`config.mk`:
```
export PLATFORM = sky130hd
export DESIGN_NAME = rename_map_table
export DESIGN_NICKNAME = d
export VERILOG_FILES = /design/src/rtl/rename_map_table_pkg.sv /design/src/rtl/rename_map_table_ckpt_store.sv /design/src/rtl/rename_map_table.sv
export SDC_FILE = /design/constraint.sdc
export NUM_CORES = 2
export LEC_CHECK = 0
export CAP_MARGIN = 0
export CORE_ASPECT_RATIO = 1.4
export CORE_MARGIN = 2
export CORE_UTILIZATION = 50
export CTS_CLUSTER_SIZE = 14
export DETAILED_ROUTE_END_ITERATION = 6
export PLACE_DENSITY = 0.66
export SLEW_MARGIN = 10
export SYNTH_ARGS = -nofsm -noshare
export SYNTH_HDL_FRONTEND = slang
export SYNTH_SLANG_ARGS = --single-unit
```
`constraint.sdc`:
```
create_clock -name clk -period 18.2 [get_ports clk]
set_clock_uncertainty 0.1 [all_clocks]
set_input_delay 2.73 -clock clk [delete_from_list [all_inputs] [get_ports clk]]
set_output_delay 2.73 -clock clk [all_outputs]
set_load 0.005 [all_outputs]
```
`src/rtl/rename_map_table_pkg.sv`:
```
// Shared types and default sizes for the register alias table.
//   NUM_ARCH_REGS / NUM_PHYS_REGS : register file sizes
//   RENAME_WIDTH / COMMIT_WIDTH   : lanes per cycle
//   NUM_CKPTS                     : branch checkpoint slots (power of 2)
package rename_map_table_pkg;

    localparam int unsigned NUM_ARCH_REGS = 32;
    localparam int unsigned NUM_PHYS_REGS = 128;
    localparam int unsigned RENAME_WIDTH  = 2;
    localparam int unsigned COMMIT_WIDTH  = 2;
    localparam int unsigned NUM_CKPTS     = 4;

    localparam int unsigned AW = $clog2(NUM_ARCH_REGS);
    localparam int unsigned PW = $clog2(NUM_PHYS_REGS);
    localparam int unsigned CW = $clog2(NUM_CKPTS);

    typedef logic [CW-1:0] ckpt_id_t;
    typedef logic [AW-1:0] arch_reg_t;
    typedef logic [PW-1:0] phys_reg_t;
    typedef phys_reg_t [NUM_ARCH_REGS-1:0] map_t;

    typedef enum logic [0:0] {
        StRun,
        StRecover
    } rat_state_e;

endpackage

```
`src/rtl/rename_map_table_ckpt_store.sv`:
```
// Circular store of map snapshots taken at branch boundaries.
//   clk, rst        : clock, synchronous active-low reset
//   wr_en, wr_map   : push a snapshot at tail
//   free_en         : release the head slot (ignored when empty)
//   restore_en/_id  : roll back to a slot; it and younger slots are dropped
//   flush           : drop every slot
//   rd_map          : snapshot held in slot restore_id
//   tail, full      : next slot id to be allocated, all slots live
module rename_map_table_ckpt_store
    import rename_map_table_pkg::*;
#(
    parameter int unsigned NUM_ARCH_REGS = rename_map_table_pkg::NUM_ARCH_REGS,
    parameter int unsigned NUM_PHYS_REGS = rename_map_table_pkg::NUM_PHYS_REGS,
    parameter int unsigned NUM_CKPTS     = rename_map_table_pkg::NUM_CKPTS,
    localparam int unsigned PW = $clog2(NUM_PHYS_REGS),
    localparam int unsigned CW = $clog2(NUM_CKPTS)
) (
    input  logic                                clk,
    input  logic                                rst,
    input  logic                                wr_en,
    input  logic [NUM_ARCH_REGS-1:0][PW-1:0]    wr_map,
    input  logic                                free_en,
    input  logic                                restore_en,
    input  logic [CW-1:0]                       restore_id,
    input  logic                                flush,
    output logic [NUM_ARCH_REGS-1:0][PW-1:0]    rd_map,
    output logic [CW-1:0]                       tail,
    output logic                                full
);

    logic [NUM_CKPTS-1:0][NUM_ARCH_REGS-1:0][PW-1:0] snap_q;
    logic [CW-1:0] head_q, head_d, tail_q, tail_d, head_nf;
    logic [CW:0]   count_q, count_d;
    logic          free_ok;

    assign rd_map = snap_q[restore_id];
    assign tail   = tail_q;
    assign full   = (count_q == (CW+1)'(NUM_CKPTS));

    always_comb begin
        head_d  = head_q;
        tail_d  = tail_q;
        count_d = count_q;
        free_ok = free_en && (count_q != '0);
        head_nf = free_ok ? head_q + CW'(1) : head_q;
        if (flush) begin
            head_d  = '0;
            tail_d  = '0;
            count_d = '0;
        end else if (restore_en) begin
            tail_d = restore_id;
            if (free_ok && (restore_id == head_q)) begin
                // Freed and restored slot coincide: nothing younger survives.
                head_d  = restore_id;
                count_d = '0;
            end else begin
                head_d  = head_nf;
                count_d = {1'b0, CW'(restore_id - head_nf)};
            end
        end else begin
            head_d  = head_nf;
            count_d = count_q - {{CW{1'b0}}, free_ok} + {{CW{1'b0}}, wr_en};
            if (wr_en) begin
                tail_d = tail_q + CW'(1);
            end
        end
    end

    always_ff @(posedge clk) begin
        if (!rst) begin
            head_q  <= '0;
            tail_q  <= '0;
            count_q <= '0;
        end else begin
            head_q  <= head_d;
            tail_q  <= tail_d;
            count_q <= count_d;
        end
    end

    // Snapshot contents need no reset; a slot is only read after being written.
    always_ff @(posedge clk) begin
        if (rst && !flush && !restore_en && wr_en) begin
            snap_q[tail_q] <= wr_map;
        end
    end

    // Restoring a slot that is not live is a protocol error upstream.
    a_restore_live : assert property (@(posedge clk) disable iff (!rst)
        (restore_en && !flush) |-> ({1'b0, CW'(restore_id - head_q)} < count_q));

endmodule

```
`src/rtl/rename_map_table.sv`:
```
// Speculative RAT, committed RRAT and branch checkpoints.
//   clk, rst                       : clock, synchronous active-low reset
//   rn_*                           : rename group in, renamed sources / old dst out
//   rn_ckpt_i, rn_ckpt_id_o        : snapshot request and the slot it gets
//   ckpt_full_o, ckpt_free_i       : checkpoint occupancy and head release
//   ckpt_restore_i/_id_i           : mispredict rollback
//   cm_*                           : retiring mappings into the RRAT
//   flush_i                        : RAT <- RRAT (with this cycle's commits)
module rename_map_table
    import rename_map_table_pkg::*;
#(
    parameter int unsigned NUM_ARCH_REGS = rename_map_table_pkg::NUM_ARCH_REGS,
    parameter int unsigned NUM_PHYS_REGS = rename_map_table_pkg::NUM_PHYS_REGS,
    parameter int unsigned RENAME_WIDTH  = rename_map_table_pkg::RENAME_WIDTH,
    parameter int unsigned COMMIT_WIDTH  = rename_map_table_pkg::COMMIT_WIDTH,
    parameter int unsigned NUM_CKPTS     = rename_map_table_pkg::NUM_CKPTS,
    localparam int unsigned AW = $clog2(NUM_ARCH_REGS),
    localparam int unsigned PW = $clog2(NUM_PHYS_REGS),
    localparam int unsigned CW = $clog2(NUM_CKPTS)
) (
    input  logic                                clk,
    input  logic                                rst,
    input  logic [RENAME_WIDTH-1:0]             rn_valid_i,
    input  logic [RENAME_WIDTH-1:0][AW-1:0]     rn_src1_arch_i,
    input  logic [RENAME_WIDTH-1:0][AW-1:0]     rn_src2_arch_i,
    input  logic [RENAME_WIDTH-1:0]             rn_dst_we_i,
    input  logic [RENAME_WIDTH-1:0][AW-1:0]     rn_dst_arch_i,
    input  logic [RENAME_WIDTH-1:0][PW-1:0]     rn_dst_phys_i,
    input  logic                                rn_ckpt_i,
    output logic                                rn_ready_o,
    output logic [RENAME_WIDTH-1:0][PW-1:0]     rn_src1_phys_o,
    output logic [RENAME_WIDTH-1:0][PW-1:0]     rn_src2_phys_o,
    output logic [RENAME_WIDTH-1:0][PW-1:0]     rn_old_phys_o,
    output logic [CW-1:0]                       rn_ckpt_id_o,
    output logic                                ckpt_full_o,
    input  logic                                ckpt_free_i,
    input  logic                                ckpt_restore_i,
    input  logic [CW-1:0]                       ckpt_restore_id_i,
    input  logic [COMMIT_WIDTH-1:0]             cm_valid_i,
    input  logic [COMMIT_WIDTH-1:0][AW-1:0]     cm_arch_i,
    input  logic [COMMIT_WIDTH-1:0][PW-1:0]     cm_phys_i,
    input  logic                                flush_i
);

    logic [NUM_ARCH_REGS-1:0][PW-1:0] rat_q, rat_d, rrat_q, rrat_d, rat_post, snap_map;
    rat_state_e state_q, state_d;
    logic       fire;

    assign rn_ready_o = (state_q == StRun) && !flush_i && !ckpt_restore_i &&
                        !(rn_ckpt_i && ckpt_full_o);
    assign fire       = (|rn_valid_i) && rn_ready_o;

    // Lookup with intra-group bypass: later older lanes override earlier ones,
    // so the youngest matching older lane wins.
    always_comb begin
        for (int j = 0; j < RENAME_WIDTH; j++) begin
            rn_src1_phys_o[j] = rat_q[rn_src1_arch_i[j]];
            rn_src2_phys_o[j] = rat_q[rn_src2_arch_i[j]];
            rn_old_phys_o[j]  = rat_q[rn_dst_arch_i[j]];
            for (int i = 0; i < j; i++) begin
                if (rn_valid_i[i] && rn_dst_we_i[i]) begin
                    if (rn_dst_arch_i[i] == rn_src1_arch_i[j]) rn_src1_phys_o[j] = rn_dst_phys_i[i];
                    if (rn_dst_arch_i[i] == rn_src2_arch_i[j]) rn_src2_phys_o[j] = rn_dst_phys_i[i];
                    if (rn_dst_arch_i[i] == rn_dst_arch_i[j])  rn_old_phys_o[j]  = rn_dst_phys_i[i];
                end
            end
        end
    end

    // Post-group map; ascending lane order makes the highest lane win.
    always_comb begin
        rat_post = rat_q;
        for (int i = 0; i < RENAME_WIDTH; i++) begin
            if (rn_valid_i[i] && rn_dst_we_i[i]) rat_post[rn_dst_arch_i[i]] = rn_dst_phys_i[i];
        end
    end

    always_comb begin
        rrat_d = rrat_q;
        for (int k = 0; k < COMMIT_WIDTH; k++) begin
            if (cm_valid_i[k]) rrat_d[cm_arch_i[k]] = cm_phys_i[k];
        end
    end

    always_comb begin
        rat_d   = rat_q;
        state_d = StRun;
        if (flush_i) begin
            rat_d   = rrat_d;
            state_d = StRecover;
        end else if (ckpt_restore_i) begin
            rat_d   = snap_map;
            state_d = StRecover;
        end else if (fire) begin
            rat_d   = rat_post;
        end
    end

    always_ff @(posedge clk) begin
        if (!rst) begin
            for (int i = 0; i < NUM_ARCH_REGS; i++) begin
                rat_q[i]  <= PW'(i);
                rrat_q[i] <= PW'(i);
            end
            state_q <= StRun;
        end else begin
            rat_q   <= rat_d;
            rrat_q  <= rrat_d;
            state_q <= state_d;
        end
    end

    rename_map_table_ckpt_store #(
        .NUM_ARCH_REGS (NUM_ARCH_REGS),
        .NUM_PHYS_REGS (NUM_PHYS_REGS),
        .NUM_CKPTS     (NUM_CKPTS)
    ) u_ckpt_store (
        .clk        (clk),
        .rst        (rst),
        .wr_en      (fire && rn_ckpt_i),
        .wr_map     (rat_post),
        .free_en    (ckpt_free_i),
        .restore_en (ckpt_restore_i),
        .restore_id (ckpt_restore_id_i),
        .flush      (flush_i),
        .rd_map     (snap_map),
        .tail       (rn_ckpt_id_o),
        .full       (ckpt_full_o)
    );

endmodule

```
==> After elaboration in Yosys (flattened, before gate mapping) <==
Cells that the tools add are included.
{ "word_totals": {"reg_bits": 1352, "out_inout_bits": 46} }
{ "classes": {"n_addsub": 5, "n_lt_le_gt_ge": 15, "eq_ne": 5, "mux": 51, "bitwise": 2, "reduce_logical": 26} }
{ "ops": {"columns": ["operator", "count"], "rows": [
  ["$mux W224", 9],
  ["$bwmux W224", 4],
  ["$bwmux W896", 1],
  ["$bmux W224 S2", 1],
  ["$demux W224 S2", 1],
  ["$bmux W7 S5", 6],
  ["$demux W7 S5", 4],
  ["$mux W7", 16],
  ["$lt A5 B6 Y1 const B", 8],
  ["$ge A5 B1 Y1 const B", 4],
  ["$logic_and A1 B1 Y1", 18],
  ["$eq A5 B5 Y1", 3],
  ["$mux W2", 6],
  ["$lt A2 B3 Y1 const B", 2],
  ["$reduce_bool A3 Y1", 2],
  ["$add A2 B1 Y2 const B", 2],
  ["$reduce_or A2 Y1", 2],
  ["$add A3 B1 Y3", 1],
  ["$eq A3 B3 Y1 const B", 1],
  ["$logic_not A1 Y1", 3],
  ["$mux W3", 1],
  ["$sub A3 B1 Y3", 1],
  ["$eq A2 B2 Y1", 1],
  ["$ge A2 B1 Y1 const B", 1],
  ["4 further kinds", 6]
]} }

==> Longest topological paths before layout <==
{ "depth": {"depth_word": 11, "mapped_depth": 11} }

==> Cells and area by module <==
Synthesis repeated with hierarchy kept, for this count alone.
{ "unflattened": {"cells_unflattened": 5627, "area_unflattened_um2": 72464.5} }
{ "modules_own_cells": {"columns": ["module", "n_inst", "cells_per_inst", "area_each_um2", "seq_area_each_um2"], "rows": [
  ["rename_map_table", 1, 4389, 39596.7, 8988.6],
  ["rename_map_table_ckpt_store", 1, 1238, 32867.8, 27045.9]
]} }

==> Least setup slack after synthesis <==
Ideal clock, no wire load.
{ "synth_timing": {"path_type": "input port to flip-flop", "start": "input flush_i", "end": "register u_ckpt_store.snap_q[0] (netlist name) (enable)", "setup_time_ns": 0.614, "arrival_ns": 8.615, "path_slack_ns": 8.871, "path_stages": 5, "path_buffers": 1, "path_cell_list": "buf_2 nor2_1 nand3_1 nor2_1 and2_1"} }
{ "synth_via": {"elab_chain_len": 7, "elab_cells_between_ends": 9, "cone_classes": "reduce/logical (9)"} }
{ "synth_rtl": {"columns": ["element", "line", "rtl"], "rows": [
  ["start: declaration", "rename_map_table.sv:42", "input logic flush_i"],
  ["$logic_not A1 Y1 *", "rename_map_table_ckpt_store.sv:83, rename_map_table.sv:49", null],
  ["$logic_and A1 B1 Y1 (3 in series)", "rename_map_table.sv:49", "assign rn_ready_o = (state_q == StRun) && !flush_i && !ckpt_restore_i &&"],
  ["$logic_and A1 B1 Y1", "rename_map_table.sv:51", "assign fire = (|rn_valid_i) && rn_ready_o;"],
  ["$logic_and A1 B1 Y1", "rename_map_table.sv:120", ".wr_en (fire && rn_ckpt_i),"],
  ["$logic_and A1 B1 Y1 *", "rename_map_table_ckpt_store.sv:83", "if (rst && !flush && !restore_en && wr_en) begin"],
  ["end signal: indexed assignment", "rename_map_table_ckpt_store.sv:84", "snap_q[tail_q] <= wr_map;"],
  ["end: declaration", "rename_map_table_ckpt_store.sv:31", "logic [NUM_CKPTS-1:0][NUM_ARCH_REGS-1:0][PW-1:0] snap_q;"]
]} }
Every way passes the cells marked *; elsewhere a longest branch is shown, timed or not.
A chain may end at the register's enable or synchronous reset.

==> Implementation_results.wiki <==
{| class="wikitable"
! Metric !! Value
|-
| Result of the run || complete, but fails checks
|-
| Violations in the final reports || DRC
|-
| Clk slew on worst S/H paths || 0.06 ns
|-
| Hold-critical path depth || 2
|-
| Synth Area in Simple Gates || 0.0859
|-
| Unrepaired setup endpoints after global routing || false
|-
| Tightest Pin Transition || 1.46 ns
|-
| Maximum level of the CTS H-tree || 4
|-
| Count of input and output buffers || 127
|-
| Critical path's largest stage delay || 0.83 ns
|-
| # placed instances || 6923
|-
| Path category of the worst min-delay check || reg2reg
|-
| Non-filler cells in the finished layout || 7186
|-
| Clock period minus final worst setup slack || 9.42 ns
|-
| Pin count of the biggest net entering global routing || 119
|-
| Total I/O pin count || 128
|-
| DRC violations left || 35
|-
| Mux cell area share after synthesis || 0.242
|-
| TritonCTS clock tree || yes
|-
| Max Fclk || 106 MHz
|-
| Clock tree sinks || 1352
|-
| Initial Util || 0.502
|-
| Share of async-settable or async-resettable flops after synthesis || 0
|-
| Number of vias per cell || 7.75
|-
| Count of endpoints failing setup in the final report || 0
|-
| Cell area after technology mapping || 0.0707 sq mm
|-
| XOR/XNOR Fraction of Synth Area || 0.00285
|-
| Number of buffers inserted during clock tree synthesis || 132
|-
| Setup slack at placement || 8.94 ns
|-
| Adder-cell share of the synthesized area || 0.00152
|-
| #FFs+latches synth || 1352
|-
| Residual overflow from global routing || 0
|-
| Total wirelength of the detailed-routed design || 305000 um
|-
| Portion of synthesized cell area occupied by the leading cell type || 0.381
|-
| Required time at the worst-slack endpoint || 15.37 ns
|-
| Kind of end point of the critical path || output pin
|-
| Maximum buffer depth of the clock tree || 3
|-
| Fraction of final layout cells sized beyond drive strength 1 || 0.217
|-
| First-pass GRT wire length || 421000 um
|-
| CTS-repair resized insts || 0
|-
| Critical path start-end classification || in2out
|-
| Post-route design area || 0.0773 sq mm
|-
| Clk Latency, worst-skew pair || 0.81 ns
|-
| Cell type with the highest aggregate area in the netlist || sky130_fd_sc_hd__edfxtp_1
|-
| Power Internal || 5.13 mW
|-
| Worst slew slack as a fraction of its limit || 0.0256
|-
| Die width || 322 um
|-
| Final sum of negative setup slack || 0 ns
|-
| Area after DPL || 0.0730 sq mm
|-
| Sequential share of the synthesized area || 0.510
|-
| Crit-path slowest cell || sky130_fd_sc_hd__nand4_1
|-
| Synthesized area per cell || 13.2 sq um
|-
| Setup bufs post-CTS || 0
|-
| Main combinational cell family by area after synthesis || multiplexers
|-
| Kind of start point of the critical path || primary input
|-
| Fraction of the mapped netlist area in compound gates || 0.122
|-
| Worst Setup Slack, final || 8.78 ns
|-
| Area growth from synthesis to layout || 9.36%
|-
| Maximum net fanout on the critical path || 39
|-
| Sw Ratio || 0.269
|-
| Core ar. || 0.141 sq mm
|-
| Final-layout worst hold slack || 0.438 ns
|-
| Top FF cell, synth || sky130_fd_sc_hd__edfxtp_1
|-
| Synthesized netlist net count || 5461
|-
| Number of optimization iterations in the first detailed-route pass || 7
|-
| Number of hold violations in the final report || 0
|-
| Number of global-route vias before repair || 52800
|-
| EDFF count, synth || 896
|-
| Hpwl dp || 190000 um
|-
| Ratio of final minimum period to clock period || 0.518
|-
| Root Buffer Master || sky130_fd_sc_hd__clkbuf_16
|-
| Worst r2r path cells || 7
|-
| Count of hold buffers inserted by post-cts repair || 0
|-
| Weighted congestion reported at the end of routability-driven placement || 1.09
|-
| Part of the power in combinational logic || 0.117
|-
| Count of different cell masters after synthesis || 86
|-
| Die Outline Area || 0.144 sq mm
|-
| Die boundary height || 449 um
|-
| Row count || 163
|-
| Mean routed wirelength per cell || 42.5 um
|-
| Final-layout fill cell count || 11600
|-
| Library cell appearing most often on the critical path || sky130_fd_sc_hd__buf_4
|-
| Ranking of synthesized cells by area || sky130_fd_sc_hd__edfxtp_1 38%, sky130_fd_sc_hd__mux4_2 18%, sky130_fd_sc_hd__dfxtp_1 13%, sky130_fd_sc_hd__mux2i_1 5.5%, sky130_fd_sc_hd__a21oi_1 1.7%
|-
| Number of maximum-capacitance violations || 0
|-
| Cell Chain, Critical Path || buf_4 > buf_4 > xor2_1 > nor4_1 > nand4_1 > a21oi_1 > clkdlybuf4s50_1
|-
| Gate count after technology mapping || 5371
|-
| Part of the total power dissipated in the clock network || 0.394
|-
| Antenna violations before repair || 29
|-
| Max-slew violation count || 0
|-
| Overall track demand over capacity in global routing || 0.419
|-
| ANT nets after route || 0
|-
| Net switching power || 1.89 mW
|-
| YS warnings || 0
|-
| Violation count after the first detailed-routing iteration || 9644
|-
| Fin nets || 5332
|-
| Static Leak || 26.2 nW
|-
| Maximum vdd drop || 69.8 uV
|-
| Portion of total power attributed to sequential cells || 0.490
|-
| Via count || 55700
|-
| Power Dens Cells || 90.8 mW/mm^2
|-
| CP arrival || 6.59 ns
|}
-- placed cells by master (no fill, tap or decap), drive strengths merged, types with 83 or more instances in the layout --
cell | synthesis | routed
edfxtp | 896 | 896
mux4 | 570 | 570
dfxtp | 456 | 456
mux2i | 388 | 388
nor2 | 346 | 346
nand2 | 322 | 322
o21ai | 248 | 248
a21oi | 247 | 247
clkbuf | 322 | 187
buf | 205 | 181
and2 | 135 | 135
a22o | 117 | 117
nand3 | 114 | 114
nor3 | 101 | 101
a221o | 86 | 86
clkdlybuf4s50 | 0 | 83
-- metal layers --
metal,share of wire,track usage
met1,0.32,0.497
met2,0.42,0.602
met3,0.15,0.158
met4,0.11,0.351
met5,0.00037,0.00640
-- critical path: cells and delay by family --
family / cells / cell delay [ns]
buffers and inverters: 3 / 1.79
and+or+nand+nor: 2 / 1.15
xor gates and xnor gates: 1 / 0.14
AOI/OAI and AO/OA: 1 / 0.74
-- layout make-up --
cell class / instances / area [sq um] / share of cell area
inverters: 52 / 196 / 0.00254
well taps: 1815 / 2270 / 0.0294
flip-flops and latches: 1352 / 36000 / 0.466
clock inverters: 58 / 573 / 0.00741
clock buffers: 187 / 3710 / 0.0480
repair buffers: 264 / 2190 / 0.0284
diodes: 18 / 45.0 / 0.000583
multi-input cells: 3440 / 32300 / 0.418
-- state kept, by name, summed over array words and instances, names as in the netlist --
name,cells
rat_q,224
rrat_q,224
state_q,1
u_ckpt_store.count_q,3
u_ckpt_store.head_q,2
u_ckpt_store.snap_q,896
u_ckpt_store.tail,2
-- cells by family after synthesis --
group                    count (synthesis)
AO/OA/AOI/OAI                         1227
XOR/XNOR                                23
adder cells (fa/ha/maj)                  8
buffers and inverters                  579
flip-flops                            1352
multiplexers                           993
AND/OR/NAND/NOR                       1189
-- Yosys cell counts (40+ instances only) --
cell,count
sky130_fd_sc_hd__o211ai_1,41
sky130_fd_sc_hd__a211oi_1,40
sky130_fd_sc_hd__mux4_2,570
sky130_fd_sc_hd__and2_1,135
sky130_fd_sc_hd__dfxtp_1,456
sky130_fd_sc_hd__mux2i_1,388
sky130_fd_sc_hd__or2_2,44
sky130_fd_sc_hd__a22oi_1,41
sky130_fd_sc_hd__buf_2,139
sky130_fd_sc_hd__inv_1,50
sky130_fd_sc_hd__nand3_1,114
sky130_fd_sc_hd__o22ai_1,49
sky130_fd_sc_hd__a22o_1,117
sky130_fd_sc_hd__a21oi_1,247
sky130_fd_sc_hd__nor2_1,316
sky130_fd_sc_hd__edfxtp_1,896
sky130_fd_sc_hd__clkbuf_1,321
sky130_fd_sc_hd__a221o_1,86
sky130_fd_sc_hd__a221oi_1,62
sky130_fd_sc_hd__a31oi_1,72
sky130_fd_sc_hd__o221a_2,46
sky130_fd_sc_hd__nand2_1,314
sky130_fd_sc_hd__o21ai_0,247
sky130_fd_sc_hd__nor3_1,99
-- stage by stage --
stage                      util  total power, mW
after floorplan               -             3.90
after global placement    0.519             4.25
after detailed placement  0.519             4.26
after CTS                 0.549             6.96
after global routing      0.549             7.14
final                     0.549             7.02
-- final timing paths --
kind / startpoint / endpoint / slack [ns]
setup reg to reg: state_q$_SDFF_PN0_ / u_ckpt_store.snap_q[580]$_DFFE_PP_ / 13.54
hold / removal: u_ckpt_store.head_q[1]$_SDFF_PP0_ / u_ckpt_store.head_q[1]$_SDFF_PP0_ / 0.44
hold reg to reg: u_ckpt_store.head_q[1]$_SDFF_PP0_ / u_ckpt_store.head_q[1]$_SDFF_PP0_ / 0.44
setup / recovery: rn_dst_arch_i[0] / rn_src2_phys_o[12] / 8.78
-- power groups by stage --
stage                     Combinational, mW  Clock [mW]  Sequential [mW]
after floorplan                       0.487           0             3.41
after global placement                0.768           0             3.48
after detailed placement              0.778           0             3.48
after CTS                             0.780        2.77             3.42
after global routing                  0.831        2.89             3.42
final                                 0.821        2.76             3.44
Note: power is estimated with default switching activity, not from simulation.
